## src/rtl/mrd_mem_pkt.sv

```systemverilog
// Shared types for the mixed-radix DFT memory write-back path: bank/lane counts,
// the per-beat tag carried from read issue to write issue, and the stage FSM states.
package mrd_mem_pkt;

   localparam int wADDR     = 9;
   localparam int NUM_BANKS = 7;
   localparam int NUM_LANES = 5;

   localparam logic [2:0] BANK_IDX_INVALID = 3'd7;

   typedef struct packed {
      logic [NUM_LANES-1:0][2:0]       index;
      logic [NUM_LANES-1:0][wADDR-1:0] addr;
   } wr_tag_t;

   typedef enum logic [1:0] {
      ST_IDLE,
      ST_RUN,
      ST_DONE
   } wr_state_e;

endpackage

```

## src/rtl/mrd_wr_tag_fifo.sv

```systemverilog
// Synchronous tag FIFO with registered full/empty and a synchronous flush.
// Push while full and pop while empty are ignored; flush overrides both.
module mrd_wr_tag_fifo
   import mrd_mem_pkt::*;
#(
   parameter int DEPTH = 16
) (
   input  logic    clk,
   input  logic    rst_n,
   input  logic    flush,
   input  logic    push,
   input  logic    pop,
   input  wr_tag_t push_data,
   output wr_tag_t pop_data,
   output logic    full,
   output logic    empty
);

   localparam int AW = $clog2(DEPTH);

   logic [AW-1:0] wr_ptr_q, wr_ptr_d;
   logic [AW-1:0] rd_ptr_q, rd_ptr_d;
   logic [AW:0]   cnt_q, cnt_d;
   logic          full_q, full_d;
   logic          empty_q, empty_d;
   logic          do_push, do_pop;
   wr_tag_t       mem_q [DEPTH];

   assign do_push = push & ~full_q & ~flush;
   assign do_pop  = pop & ~empty_q & ~flush;

   always_comb begin
      wr_ptr_d = wr_ptr_q;
      rd_ptr_d = rd_ptr_q;
      cnt_d    = cnt_q;
      if (flush) begin
         wr_ptr_d = '0;
         rd_ptr_d = '0;
         cnt_d    = '0;
      end else begin
         // Pointers wrap naturally because DEPTH is a power of two.
         if (do_push) wr_ptr_d = wr_ptr_q + AW'(1);
         if (do_pop)  rd_ptr_d = rd_ptr_q + AW'(1);
         cnt_d = cnt_q + (AW+1)'(do_push) - (AW+1)'(do_pop);
      end
      full_d  = (cnt_d == (AW+1)'(DEPTH));
      empty_d = (cnt_d == '0);
   end

   always_ff @(posedge clk) begin
      if (!rst_n) begin
         wr_ptr_q <= '0;
         rd_ptr_q <= '0;
         cnt_q    <= '0;
         full_q   <= 1'b0;
         empty_q  <= 1'b1;
      end else begin
         wr_ptr_q <= wr_ptr_d;
         rd_ptr_q <= rd_ptr_d;
         cnt_q    <= cnt_d;
         full_q   <= full_d;
         empty_q  <= empty_d;
      end
   end

   always_ff @(posedge clk) begin
      if (do_push) mem_q[wr_ptr_q] <= push_data;
   end

   assign pop_data = mem_q[rd_ptr_q];
   assign full     = full_q;
   assign empty    = empty_q;

endmodule

```

## src/rtl/mrd_rdx_wr_back.sv

```systemverilog
// Butterfly write-back: pairs result beats with buffered read tags and scatters lanes
// into the seven RAM banks. MRD_WR_COLLISION_CHK_EN enables the sticky bank-collision flag.
module mrd_rdx_wr_back
   import mrd_mem_pkt::*;
#(
   parameter int W_ADDR    = 9,
   parameter int W_DATA    = 18,
   parameter int TAG_DEPTH = 16
) (
   input  logic                                 clk,
   input  logic                                 rst_n,
   input  logic                                 stage_start,
   input  logic [11:0]                          expected_cnt,
   input  logic                                 tag_valid,
   input  logic [NUM_LANES-1:0][2:0]            tag_index,
   input  logic [NUM_LANES-1:0][W_ADDR-1:0]     tag_addr,
   input  logic                                 rdx_valid,
   input  logic [NUM_LANES-1:0][W_DATA-1:0]     rdx_real,
   input  logic [NUM_LANES-1:0][W_DATA-1:0]     rdx_imag,
   output logic [NUM_BANKS-1:0]                 wren,
   output logic [NUM_BANKS-1:0][W_ADDR-1:0]     wraddr,
   output logic [NUM_BANKS-1:0][W_DATA-1:0]     wrdata_real,
   output logic [NUM_BANKS-1:0][W_DATA-1:0]     wrdata_imag,
   output logic                                 wr_end,
   output logic                                 busy,
   output logic                                 err_align,
   output logic                                 err_ovf,
   output logic                                 err_collision
);

   wr_state_e state_q, state_d;
   logic [11:0] cnt_q, cnt_d;
   logic [11:0] exp_q, exp_d;
   logic        beat_q, beat_d;
   logic        err_align_q, err_align_d;
   logic        err_ovf_q, err_ovf_d;

   logic [NUM_BANKS-1:0]             wren_q, wren_d;
   logic [NUM_BANKS-1:0][W_ADDR-1:0] wraddr_q, wraddr_d;
   logic [NUM_BANKS-1:0][W_DATA-1:0] wr_re_q, wr_re_d;
   logic [NUM_BANKS-1:0][W_DATA-1:0] wr_im_q, wr_im_d;

   logic    flush, push, pop, full, empty;
   wr_tag_t push_tag, head;

   assign push_tag.index = tag_index;
   assign push_tag.addr  = tag_addr;

   mrd_wr_tag_fifo #(.DEPTH(TAG_DEPTH)) u_tag_fifo (
      .clk      (clk),
      .rst_n    (rst_n),
      .flush    (flush),
      .push     (push),
      .pop      (pop),
      .push_data(push_tag),
      .pop_data (head),
      .full     (full),
      .empty    (empty)
   );

   always_comb begin
      state_d     = state_q;
      cnt_d       = cnt_q;
      exp_d       = exp_q;
      beat_d      = 1'b0;
      err_align_d = err_align_q;
      err_ovf_d   = err_ovf_q;
      flush       = 1'b0;
      push        = 1'b0;
      pop         = 1'b0;
      wren_d      = '0;
      wraddr_d    = '0;
      wr_re_d     = '0;
      wr_im_d     = '0;
      if (stage_start) begin
         state_d = ST_RUN;
         flush   = 1'b1;
         cnt_d   = '0;
         exp_d   = expected_cnt;
      end else begin
         case (state_q)
            ST_IDLE: ;
            ST_DONE: state_d = ST_IDLE;
            ST_RUN: begin
               // The final beat's write is on the bus this cycle; wr_end follows.
               if (beat_q && (cnt_q == exp_q)) state_d = ST_DONE;
               if (tag_valid) begin
                  if (full) err_ovf_d = 1'b1;
                  else      push      = 1'b1;
               end
               if (rdx_valid) begin
                  if (empty) begin
                     err_align_d = 1'b1;
                  end else if (cnt_q != exp_q) begin
                     pop    = 1'b1;
                     beat_d = 1'b1;
                     cnt_d  = cnt_q + 12'd1;
                     // Descending lane order lets the lowest lane overwrite on a collision.
                     for (int k = NUM_LANES-1; k >= 0; k--) begin
                        if (head.index[k] != BANK_IDX_INVALID) begin
                           wren_d[head.index[k]]   = 1'b1;
                           wraddr_d[head.index[k]] = head.addr[k];
                           wr_re_d[head.index[k]]  = rdx_real[k];
                           wr_im_d[head.index[k]]  = rdx_imag[k];
                        end
                     end
                  end
               end
            end
            default: state_d = ST_IDLE;
         endcase
      end
   end

   always_ff @(posedge clk) begin
      if (!rst_n) begin
         state_q     <= ST_IDLE;
         cnt_q       <= '0;
         exp_q       <= '0;
         beat_q      <= 1'b0;
         err_align_q <= 1'b0;
         err_ovf_q   <= 1'b0;
         wren_q      <= '0;
         wraddr_q    <= '0;
         wr_re_q     <= '0;
         wr_im_q     <= '0;
      end else begin
         state_q     <= state_d;
         cnt_q       <= cnt_d;
         exp_q       <= exp_d;
         beat_q      <= beat_d;
         err_align_q <= err_align_d;
         err_ovf_q   <= err_ovf_d;
         wren_q      <= wren_d;
         wraddr_q    <= wraddr_d;
         wr_re_q     <= wr_re_d;
         wr_im_q     <= wr_im_d;
      end
   end

`ifdef MRD_WR_COLLISION_CHK_EN
   logic coll_hit;
   logic err_coll_q, err_coll_d;

   always_comb begin
      coll_hit = 1'b0;
      for (int k = 0; k < NUM_LANES; k++) begin
         for (int j = k + 1; j < NUM_LANES; j++) begin
            if ((head.index[k] != BANK_IDX_INVALID) && (head.index[k] == head.index[j]))
               coll_hit = 1'b1;
         end
      end
      err_coll_d = err_coll_q | (pop & coll_hit);
   end

   always_ff @(posedge clk) begin
      if (!rst_n) err_coll_q <= 1'b0;
      else        err_coll_q <= err_coll_d;
   end

   assign err_collision = err_coll_q;
`else
   assign err_collision = 1'b0;
`endif

   assign wren        = wren_q;
   assign wraddr      = wraddr_q;
   assign wrdata_real = wr_re_q;
   assign wrdata_imag = wr_im_q;
   assign busy        = (state_q == ST_RUN);
   assign wr_end      = (state_q == ST_DONE);
   assign err_align   = err_align_q;
   assign err_ovf     = err_ovf_q;

endmodule

```

## config.mk

```make
export PLATFORM = sky130hd
export DESIGN_NAME = mrd_rdx_wr_back
export DESIGN_NICKNAME = d
export VERILOG_FILES = /design/src/rtl/mrd_mem_pkt.sv /design/src/rtl/mrd_wr_tag_fifo.sv /design/src/rtl/mrd_rdx_wr_back.sv
export SDC_FILE = /design/constraint.sdc
export NUM_CORES = 2
export LEC_CHECK = 0
export CAP_MARGIN = 20
export CORE_MARGIN = 4
export CORE_UTILIZATION = 31
export DETAILED_ROUTE_END_ITERATION = 16
export GPL_TIMING_DRIVEN = 0
export PLACE_DENSITY = 0.54
export REMOVE_ABC_BUFFERS = 1
export SYNTH_ARGS = -nofsm -noshare
export SYNTH_HDL_FRONTEND = slang
export SYNTH_SLANG_ARGS = --single-unit
```

## constraint.sdc

```tcl
create_clock -name clk -period 9.6 [get_ports clk]
set_clock_uncertainty 0.05 [all_clocks]
set_input_delay 1.44 -clock clk [delete_from_list [all_inputs] [get_ports clk]]
set_output_delay 1.44 -clock clk [all_outputs]
set_load 0.1 [all_outputs]
```

==> load_flow_metrics.sql <==
INSERT INTO impl_metrics (metric_group, metric, value, unit) VALUES
('global_routing', 'number_of_antenna_violations_at_the_first_check_in_global_routing', '44', ''),
('placement', 'dpl_worst_slack', '3380', 'ps'),
('placement', 'dpl.hpwl', '161000', 'µm'),
('final_layout', 'post_layout_nonfiller_instances', '7395', ''),
('synth', 'synth.lib_cells_used.distinct', '60', ''),
('hold_path', 'worst_hold_path_type', 'register to register', ''),
('die', 'num_io_pins', '584', ''),
('hold_path', 'min_from', 'beat_q', ''),
('critical_path', 'rr_worst_depth', '12', ''),
('hold_path', 'worst_hold_path.num_cells', '2', ''),
('placement', 'gp_congestion', '0.825', ''),
('pwr', 'worst_voltage_drop_across_the_vdd_grid', '0.112', 'mV'),
('critical_path', 'path_class', 'register to register', ''),
('final_layout', 'fillCellCount', '17100', ''),
('drt', 'final_antenna_net_count', '0', ''),
('global_routing', 'sum_of_overflow_across_all_layers_after_global_routing', '0', ''),
('global_routing', 'grt_util_all_layers', '0.242', ''),
('clock_network', 'cts_tree', 'built', ''),
('die', 'die_h', '439', 'µm'),
('final_layout', 'total_non_filler_cell_area_in_the_finished_layout', '73600', 'µm²'),
('placement', 'io_buffers', '582', ''),
('clock_network', 'cts.sink_count', '1330', ''),
('critical_path', 'worst_setup_path_end_kind', 'register', ''),
('synth', 'ys_dominant_reg_cell', 'sky130_fd_sc_hd__edfxtp_1', ''),
('sta', 'worstMarginPinSlew', '1170', 'ps'),
('sta', 'max_slew_margin', '0.219', ''),
('clock_network', 'cts_made_buffers', '141', ''),
('final_layout', 'flow.area_growth_from_synthesis', '27.8', '%'),
('job', 'count_of_max_cap_constraint_violations', '0', ''),
('critical_path', 'critPathMostFrequentCell', 'sky130_fd_sc_hd__buf_16', ''),
('sta', 'period_minus_slack', '5680', 'ps'),
('die', 'die_width', '439', 'µm'),
('clock_network', 'clock_tree.root_cell', 'sky130_fd_sc_hd__clkbuf_16', ''),
('pwr', 'power.leakage', '22.6', 'nW'),
('die', 'die-area', '193000', 'µm²'),
('drt', 'dr.pass1.iters', '8', ''),
('drt', 'routed_via_density', '6.04', ''),
('status', 'outcome', 'finished clean', ''),
('sta', 'final.period_utilization', '0.592', ''),
('critical_path', 'cp.required', '10150', 'ps'),
('drt', 'drt-wirelength-per-cell', '32.7', 'µm'),
('critical_path', 'worst_setup_path_start_kind', 'register', ''),
('global_routing', 'pin_count_of_the_biggest_net_entering_global_routing', '155', ''),
('placement', 'dp_cells', '7105', ''),
('critical_path', 'timing.reg2reg.setup_slack', '3920', 'ps'),
('clock_network', 'clock_tree.buffer_depth', '3', ''),
('drt', 'via_count', '44700', ''),
('sta', 'timing.final.max_slew_violations', '0', ''),
('synth', 'synth_instances', '4283', ''),
('global_routing', 'wire_length_of_the_first_global_routing_pass', '333000', 'µm'),
('critical_path', 'path_cells', 'buf_16, buf_16, buf_16, mux4_2, mux4_2, nand2b_1, nor2_4, buf_12, nor2_1, nand2_2, buf_12, o32ai_1', ''),
('critical_path', 'timing.critical_path.fanout_max', '37', ''),
('drt', 'drc', '0', ''),
('synth', 'post_synth_edffs', '960', ''),
('global_routing', 'grt_pass1_vias', '43100', ''),
('clock_network', 'ctsResizeCount', '0', ''),
('sta', 'setup_viol_count_final', '0', ''),
('synth', 'yosys_warnings', '0', ''),
('die', 'rows', '157', ''),
('critical_path', 'critical_path.slowest_cell', 'sky130_fd_sc_hd__o32ai_1', ''),
('synth', 'asyncSetResetFlopFracSynth', '0', ''),
('clock_network', 'cts_hold_repair.buffers', '0', ''),
('pwr', 'power-per-cell-area', '167', 'nW/µm²'),
('synth', 'post_syn_area_per_cell', '13.4', 'µm²'),
('drt', 'dr.first_iter.drc_count', '5876', ''),
('synth', 'post_synth_instance_area', '57600', 'µm²'),
('pwr', 'total_power_after_layout', '12.3', 'mW'),
('sta', 'rsz0062_at_grt', 'false', ''),
('hold_path', 'timing.hold.worst_endpoint', 'state_q[1]', ''),
('final_layout', 'nNetsFinal', '5054', ''),
('clock_network', 'clock_insertion_delay_at_the_later_pin_of_the_skew_report', '780', 'ps');
[layout by cell type (no fill, tap or decap), types with 22 or more instances in the layout]
cell type	instances
sky130_fd_sc_hd__o21ai_0	355
sky130_fd_sc_hd__mux4_2	273
sky130_fd_sc_hd__clkdlybuf4s50_1	582
sky130_fd_sc_hd__clkinv_2	22
sky130_fd_sc_hd__buf_16	64
sky130_fd_sc_hd__nor2_1	172
sky130_fd_sc_hd__clkbuf_1	29
sky130_fd_sc_hd__diode_2	30
sky130_fd_sc_hd__edfxtp_1	960
sky130_fd_sc_hd__buf_6	36
sky130_fd_sc_hd__o32ai_1	71
sky130_fd_sc_hd__clkbuf_16	146
sky130_fd_sc_hd__xnor2_1	24
sky130_fd_sc_hd__dfxtp_1	366
sky130_fd_sc_hd__buf_12	46
sky130_fd_sc_hd__a31oi_1	306
sky130_fd_sc_hd__a22o_1	30
sky130_fd_sc_hd__a21oi_1	120
sky130_fd_sc_hd__a22oi_1	37
sky130_fd_sc_hd__nand2_1	430
sky130_fd_sc_hd__o211ai_1	196
sky130_fd_sc_hd__o221ai_1	188
sky130_fd_sc_hd__nor2b_1	22
sky130_fd_sc_hd__and3_1	72
sky130_fd_sc_hd__buf_8	31
[state kept, by name, summed over array words and instances, names as in the netlist, named ones only]
name and count:
u_tag_fifo.mem_q 960, u_tag_fifo.rd_ptr_q 4, u_tag_fifo.wr_ptr_q 4, wren 7, u_tag_fifo.empty 1, wraddr 63
exp_q 12, err_align 1, wrdata_imag 126, cnt_q 12, err_ovf 1, u_tag_fifo.cnt_q 5
wrdata_real 126, u_tag_fifo.full 1, beat_q 1, state_q 2
[critical path: cells and delay by family (launching register included)]
kind | cells | cell delay, ps
AOI/OAI and AO/OA | 1 | 900
and+or+nand+nor | 4 | 950
buffers and inverters | 5 | 1410
muxes | 2 | 1210
DFF | 1 | 780
[area by class of cell]
cell class	count	area, µm²	area share
sequential	1330	36200	0.492
clock buffer	184	3870	0.0525
clock inverter	75	778	0.0106
timing repair buffer	764	9420	0.128
multi-input combinational	2530	20100	0.273
inverter	18	75.1	0.00102
antenna	30	75.1	0.00102
tap	2464	3080	0.0419
[routing by layer]
layer / vias to the layer above / share of wire / GRT usage
met5: - / 0.00017 / 0
met3: 865 / 0.099 / 0.0574
met2: 3147 / 0.47 / 0.390
li1: 18200 / - / -
met1: 22400 / 0.36 / 0.288
met4: 6 / 0.071 / 0.160
[Yosys cell counts (25+ instances only)]
| cell type | instances | area, µm² |
|---|---|---|
| sky130_fd_sc_hd__edfxtp_1 | 960 | 28800 |
| sky130_fd_sc_hd__nand2_1 | 440 | 1650 |
| sky130_fd_sc_hd__dfxtp_1 | 370 | 7410 |
| sky130_fd_sc_hd__o21ai_0 | 355 | 1780 |
| sky130_fd_sc_hd__a31oi_1 | 306 | 1910 |
| sky130_fd_sc_hd__clkbuf_1 | 304 | 1140 |
| sky130_fd_sc_hd__mux4_2 | 273 | 6150 |
| sky130_fd_sc_hd__o211ai_1 | 196 | 1470 |
| sky130_fd_sc_hd__nor2_1 | 190 | 713 |
| sky130_fd_sc_hd__o221ai_1 | 188 | 1650 |
| sky130_fd_sc_hd__a21oi_1 | 120 | 601 |
| sky130_fd_sc_hd__and3_1 | 73 | 457 |
| sky130_fd_sc_hd__o32ai_1 | 72 | 631 |
| sky130_fd_sc_hd__buf_2 | 57 | 285 |
| sky130_fd_sc_hd__a22oi_1 | 37 | 278 |
| sky130_fd_sc_hd__a22o_1 | 30 | 263 |
| sky130_fd_sc_hd__nor2b_1 | 25 | 156 |
[per-stage QoR]
step	TNS (ps)	hold WS, ps
finish	0	420
floorplan	-1378830	373
detailed placement	0	399
global route	0	434
global placement	-6723840	403
CTS	0	415
[cell families (layout without fill, tap and decap cells)]
| group | count (synthesis) | in the layout | synth area share |
|---|---|---|---|
| AOI/OAI and AO/OA | 1380 | 1380 | 0.162 |
| DFF | 1330 | 1330 | 0.629 |
| and+or+nand+nor | 819 | 819 | 0.0618 |
| buffers and inverters | 423 | 1041 | 0.0306 |
| muxes | 287 | 287 | 0.109 |
| xor gates and xnor gates | 31 | 31 | 0.00471 |
| adders and majority gates | 12 | 12 | 0.00274 |
| other | 1 | 31 | 0.0000651 |
[report_power, final]
| part | internal (mW) | switching (mW) | total [mW] |
|---|---|---|---|
| Clock | 3.16 | 2.36 | 5.52 |
| Combinational | 0.225 | 0.411 | 0.636 |
| Sequential | 6.16 | 0.00540 | 6.16 |
| Total | 9.55 | 2.77 | 12.3 |
[how the worst max path moves through the flow]
| stage | startpoint | endpoint | slack (ps) | cells after the start |
|---|---|---|---|---|
| floorplan | register | wrdata_real[0] | -6080 | 7 |
| global placement | register | wrdata_real[14] | -20840 | 7 |
| detailed placement | stage_start | wrdata_real[95] | 3380 | 8 |
| CTS | register | wrdata_real[61] | 3970 | 12 |
| global route | register | wrdata_real[61] | 3790 | 12 |
| finish | register | wrdata_real[61] | 3920 | 12 |
No activity file was read; power rests on OpenSTA's default activity.
